File: config.mk
export PLATFORM = sky130hd
export DESIGN_NAME = sifh_peak_reader
export DESIGN_NICKNAME = d
export VERILOG_FILES = /design/src/rtl/sifh_peak_reader.sv
export SDC_FILE = /design/constraint.sdc
export NUM_CORES = 1
export LEC_CHECK = 0
export BUFFER_PORTS_ARGS = -buffer_cell sky130_fd_sc_hd__buf_2
export CAP_MARGIN = 10
export CORE_ASPECT_RATIO = 1.5
export CORE_MARGIN = 3
export CORE_UTILIZATION = 39
export CTS_CLUSTER_DIAMETER = 150
export DETAILED_ROUTE_END_ITERATION = 8
export GPL_TIMING_DRIVEN = 0
export SLEW_MARGIN = 10
export SYNTH_ARGS = -nofsm -noshare
export SYNTH_HDL_FRONTEND = slang
export SYNTH_SLANG_ARGS = --single-unit
File: constraint.sdc
create_clock -name clk -period 3.2 [get_ports clk]
set_input_delay 0.64 -clock clk [delete_from_list [all_inputs] [get_ports clk]]
set_output_delay 0.64 -clock clk [all_outputs]
set_load 0.01 [all_outputs]
File: src/rtl/sifh_peak_reader.sv
// Histogram RAM readout: sweeps every bin of every pixel, reports each pixel's
// peak bin and count, and clears every bin read so the RAM is empty again.
module sifh_peak_reader #(
  parameter int NB                = 6,
  parameter int PEAK_MAX          = 8,
  parameter int BIN_NUM_PER_HIS   = 16,
  parameter int PIXEL_NUM_PER_RAM = 4,
  parameter int BW                = 4,
  parameter int PW                = 2
) (
  input  logic                clk,
  input  logic                res,
  input  logic                start,
  input  logic [PEAK_MAX-1:0] counts,
  output logic [NB-1:0]       raddr,
  output logic                rEnable,
  output logic                readFlag,
  output logic [NB-1:0]       waddr,
  output logic                wEnable,
  output logic                writeFlag,
  output logic [PEAK_MAX-1:0] newCounts,
  output logic                busy,
  output logic                peak_valid,
  output logic [PW-1:0]       peak_pixel,
  output logic [BW-1:0]       peak_bin,
  output logic [PEAK_MAX-1:0] peak_count,
  output logic                done
);

  localparam logic [NB-1:0] LAST_ADDR = NB'(BIN_NUM_PER_HIS * PIXEL_NUM_PER_RAM - 1);
  localparam logic [BW-1:0] LAST_BIN  = BW'(BIN_NUM_PER_HIS - 1);

  typedef enum logic [1:0] {IDLE, SWEEP, FLUSH, DONE} state_t;

  state_t              state_q, state_d;
  logic [NB-1:0]       a_q, a_d;
  logic [BW-1:0]       b_q, b_d;
  logic [PW-1:0]       p_q, p_d;
  logic                vld_p1_q, vld_p1_d;
  logic [NB-1:0]       a_p1_q, a_p1_d;
  logic [BW-1:0]       b_p1_q, b_p1_d;
  logic [PW-1:0]       p_p1_q, p_p1_d;
  logic [PEAK_MAX-1:0] max_q, max_d;
  logic [BW-1:0]       maxbin_q, maxbin_d;
  logic                peak_valid_q, peak_valid_d;
  logic [PW-1:0]       peak_pixel_q, peak_pixel_d;
  logic [BW-1:0]       peak_bin_q, peak_bin_d;
  logic [PEAK_MAX-1:0] peak_count_q, peak_count_d;
  logic [PEAK_MAX-1:0] cur_max;
  logic [BW-1:0]       cur_bin;

  always_ff @(posedge clk or posedge res) begin
    if (res) begin
      state_q      <= IDLE;
      a_q          <= '0;
      b_q          <= '0;
      p_q          <= '0;
      vld_p1_q     <= 1'b0;
      a_p1_q       <= '0;
      b_p1_q       <= '0;
      p_p1_q       <= '0;
      max_q        <= '0;
      maxbin_q     <= '0;
      peak_valid_q <= 1'b0;
      peak_pixel_q <= '0;
      peak_bin_q   <= '0;
      peak_count_q <= '0;
    end else begin
      state_q      <= state_d;
      a_q          <= a_d;
      b_q          <= b_d;
      p_q          <= p_d;
      vld_p1_q     <= vld_p1_d;
      a_p1_q       <= a_p1_d;
      b_p1_q       <= b_p1_d;
      p_p1_q       <= p_p1_d;
      max_q        <= max_d;
      maxbin_q     <= maxbin_d;
      peak_valid_q <= peak_valid_d;
      peak_pixel_q <= peak_pixel_d;
      peak_bin_q   <= peak_bin_d;
      peak_count_q <= peak_count_d;
    end
  end

  // Compare stage: bin 0 seeds the running max; strict > keeps the lowest bin on ties.
  always_comb begin
    cur_max = max_q;
    cur_bin = maxbin_q;
    if (b_p1_q == '0) begin
      cur_max = counts;
      cur_bin = '0;
    end else if (counts > max_q) begin
      cur_max = counts;
      cur_bin = b_p1_q;
    end
  end

  always_comb begin
    state_d      = state_q;
    a_d          = a_q;
    b_d          = b_q;
    p_d          = p_q;
    vld_p1_d     = 1'b0;
    a_p1_d       = a_p1_q;
    b_p1_d       = b_p1_q;
    p_p1_d       = p_p1_q;
    max_d        = max_q;
    maxbin_d     = maxbin_q;
    peak_valid_d = 1'b0;
    peak_pixel_d = peak_pixel_q;
    peak_bin_d   = peak_bin_q;
    peak_count_d = peak_count_q;

    unique case (state_q)
      IDLE: begin
        if (start) begin
          state_d = SWEEP;
          a_d     = '0;
          b_d     = '0;
          p_d     = '0;
        end
      end
      SWEEP: begin
        vld_p1_d = 1'b1;
        a_p1_d   = a_q;
        b_p1_d   = b_q;
        p_p1_d   = p_q;
        a_d      = a_q + NB'(1);
        if (b_q == LAST_BIN) begin
          b_d = '0;
          p_d = p_q + PW'(1);
        end else begin
          b_d = b_q + BW'(1);
        end
        if (a_q == LAST_ADDR) state_d = FLUSH;
      end
      FLUSH:   state_d = DONE;
      DONE:    state_d = IDLE;
      default: state_d = IDLE;
    endcase

    if (vld_p1_q) begin
      max_d    = cur_max;
      maxbin_d = cur_bin;
      if (b_p1_q == LAST_BIN) begin
        peak_valid_d = 1'b1;
        peak_pixel_d = p_p1_q;
        peak_bin_d   = cur_bin;
        peak_count_d = cur_max;
      end
    end
  end

  // Reads issue from the live counter; the clear write trails by one cycle on the delayed address.
  assign rEnable    = (state_q == SWEEP);
  assign readFlag   = rEnable;
  assign raddr      = rEnable ? a_q : '0;
  assign wEnable    = vld_p1_q;
  assign writeFlag  = vld_p1_q;
  assign waddr      = vld_p1_q ? a_p1_q : '0;
  assign newCounts  = '0;
  assign busy       = (state_q != IDLE);
  assign done       = (state_q == DONE);
  assign peak_valid = peak_valid_q;
  assign peak_pixel = peak_pixel_q;
  assign peak_bin   = peak_bin_q;
  assign peak_count = peak_count_q;

endmodule

==> key figures <==
Run status
  – Status: finished, final reports clean

Clock tree
  – Hold-fix buffers, CTS: 0
  – Clk buf depth: 2
  – Clock tree root driver cell: clkbuf_8
  – CTS tree: built
  – Worst-path clk slew: ~0.10 ns
  – CTS buffer count: 5
  – H-tree Lvls: 2
  – Setup Buffers After CTS: 0
  – Clk sinks: 54
  – Worst-Skew Late Latency: 0.31 ns
  – Post-CTS Resized: 0

Timing
  – Slew @ Worst Pin: 0.7824 ns
  – Minimum clock period: about 2.4 ns
  – Setup_tns: 0 ns
  – # setup viols final: 0
  – Fin. max-slew vios: 0
  – Slew HR: roughly 47%
  – PnR worst setup slack: 0.8133 ns
  – Final period util: 74.58%
  – Setup Skew: 0.01221 ns
  – Max Fclk: 419.0 MHz
  – RSZ-0062 raised after global routing: false
  – Final hold vios: 0

Synthesis
  – Synth cell types: 38
  – Top cell type by total area after synthesis: dfrtp_1
  – Top_reg_cell synth: dfrtp_1
  – Largest cells by area after synthesis: dfrtp_1, mux2_2, ha_1, inv_1, mux2_4
  – Xor-xnor portion of the synthesized cell area: 0.9455%
  – Synth Area in Adders: 6.754%
  – Syn Inst Count: 263
  – Syn. warnings: 0
  – Post-synth EDFFs: 0
  – Post-synth top area share: 48.63%
  – Asr flop ratio synth: 100.0%
  – Compound-cell area share of the yosys netlist: 10.63%
  – Synth Cell Area: 0.002779 mm^2
  – Syn Area/Cell: 10.57 um^2
  – Largest family of logic cells by synthesized area: simple AND/OR/NAND/NOR gates
  – Post-synthesis mux area share: a little over a tenth
  – Seq/Total Area, Yosys: 48.63%
  – Simple-gate share of the synthesized area: roughly 14%
  – Synth Register Bits: 54

Drt
  – Routed WL: 5.749 mm
  – Antenna Nets Post-Route: 0
  – Avg WL per Cell: 14.41 um
  – 1st-iter DRT viols: 91
  – DR vias: 2,053
  – Drt drc: 0
  – Detailed Routing Iterations Pass 1: 4
  – Vias per cell: 5.145

GRT
  – Largest net degree at the start of global routing: 39
  – First-pass GRT wire length: 9.549 mm
  – Number of global-route vias before repair: 2,042
  – All-Layer GR Usage: 14.92%
  – GR Layer Usage met3: 3.019%
  – GRT Residual Overflow: 0
  – GR peak layer: met2
  – Initial antenna violation count: 0
  – Met2 usage: 27.12%
  – Met1 Usage GRT: 16.91%

Final layout
  – FILL cells: 668
  – Post-layout net count: 347
  – Final Instance Area: 0.003223 mm^2
  – Layout Area Growth over Synthesis: 15.98%
  – ANT cells: 0
  – Layout cells sized above 1: between 20% and 30%

Pwr
  – Power per cell area: 533.5 mW/mm^2
  – Maximum VDD drop: 0.1831 mV
  – Static leakage: 1.533 nW

Floorplan
  – # IOs: 52
  – Die height: 109.4 um
  – Die area: between 0.008 and 0.009 mm^2
  – Starting Density: 40.29%
  – Core area: 0.006898 mm^2
  – Die width: 74.92 um
  – Rows: 37

Critical path
  – Crit Path Max Fanout: 10
  – CP max stage delay: 0.41 ns
  – CP Launch Point: state_q[1]$_DFFE_PP0P_
  – Setup crit start kind: flop
  – CP Class: flop to output pin
  – WP data required: ~2.6 ns
  – Crit path cell chain: inv_1, ha_1, clkbuf_1, and2_1, buf_2
  – CP Capture Type: output pin
  – Crit path arrival time: 1.75 ns
  – Reg-to-Reg Start: max_q[7]$_DFFE_PP0P_
  – CP max stage cell: dfrtp_1

Placed design
  – Port Buf Inserts: 43
  – Global placement routability congestion: 0.7935
  – DP Wirelength: 4.193 mm
  – Dpl ws: 0.6163 ns
  – Placed inst area: 0.003138 mm^2

Job
  – Max-cap violations: 0

Min path
  – Hold crit path type: primary input to asynchronous set/reset pin
logic make-up after synthesis:
| group | after synthesis |
|---|---|
| fa+ha+maj | 15 |
| simple gates | 78 |
| compound gates | 40 |
| flops | 54 |
| other cells | 1 |
| buf+inv | 47 |
| xor+xnor | 3 |
| mux | 25 |
Yosys cell counts (all sizes together) (2+ instances only):
cell type  count
and2          14
o221ai         8
inv           25
nand2         19
a21oi          6
mux2          24
a31oi          4
o21ai          9
o31ai          2
a32o           5
nand3          6
dfrtp         54
xnor2          2
nor2b          3
nor2          19
clkbuf        10
ha            15
nand4         11
buf           12
worst paths after layout:
path                                      endpoint  slack (ns)  cells past startpoint
max                                       raddr[5]        0.81                      5
min                           max_q[5]$_DFFE_PP0P_        0.29                      2
max reg2reg                maxbin_q[1]$_DFFE_PP0P_        0.94                      7
min reg2reg                     p_q[1]$_DFFE_PP0P_        0.48                      1
max in group asynchronous  maxbin_q[2]$_DFFE_PP0P_        2.36                      3
min in group clk                p_q[1]$_DFFE_PP0P_        0.48                      1
layout make-up:
class | instances | area (um^2) | share of cell area [%]
Buffer | 22 | 127.6 | 3.960
Clock buffer | 5 | 68.82 | 2.135
Clock inverter | 2 | 10.01 | 0.3106
Inverter | 25 | 93.84 | 2.911
Multi-Input combinational cell | 169 | 1239 | 38.43
Sequential cell | 54 | 1351 | 41.93
Tap cell | 78 | 97.59 | 3.028
Timing Repair Buffer | 44 | 235.2 | 7.298
stage by stage:
| step | total power, mW | utilization, % | hold slack, ns | instances |
|---|---|---|---|---|
| floorplan | 1.202 | - | 0.4394 | 270 |
| global placement | 1.357 | 45.20 | 0.4597 | 391 |
| detailed placement | 1.371 | 45.49 | 0.4705 | 392 |
| CTS | 1.744 | 46.64 | 0.3016 | 399 |
| global route | 1.839 | 46.73 | 0.3218 | 399 |
| finish | 1.719 | 46.73 | 0.2916 | 399 |
metal layers:
| layer | wire length [um] | up-vias |
|---|---|---|
| li1 | - | 1008 |
| met1 | 2423 | 997 |
| met2 | 2992 | 41 |
| met3 | 240 | 7 |
| met4 | 93 | 0 |
| met5 | 0 | - |
power breakdown:
| part | switching (mW) | total (mW) | leakage (nW) | internal [mW] |
|---|---|---|---|---|
| combinational | 0.280 | 0.467 | 0.866 | 0.187 |
| sequential | 0.0706 | 0.884 | 0.623 | 0.813 |
| clock | 0.221 | 0.369 | 0.0438 | 0.148 |
state kept, by name (all words and copies together), names as in the netlist:
signal	cells
maxbin_q	4
b_q	4
peak_pixel	2
a_p1_q	6
state_q	2
b_p1_q	4
wEnable	1
peak_valid	1
max_q	8
p_q	2
a_q	6
peak_bin	4
peak_count	8
p_p1_q	2
critical path: cells and delay by family, from the launching register on:
| family | cells | cell delay, ns |
|---|---|---|
| buffers and inverters | 3 | 0.57 |
| adder cells (fa/ha/maj) | 1 | 0.26 |
| AND/OR/NAND/NOR | 1 | 0.19 |
| flip-flops | 1 | 0.41 |
layout by cell type, fill, tap and decap left out, types with 3 or more instances in the layout:
master	n
nand3_1	6
a32o_1	5
clkbuf_8	5
clkbuf_1	10
nor2b_1	3
nand4_1	11
mux2_2	18
buf_2	43
buf_4	10
conb_1	8
nor2_1	19
and2_1	13
ha_1	15
nand2_1	19
o21ai_0	9
dfrtp_1	54
o221ai_1	8
a31oi_1	4
a21oi_1	6
inv_1	24
mux2_4	6
No activity file was read; power rests on OpenSTA's default activity.
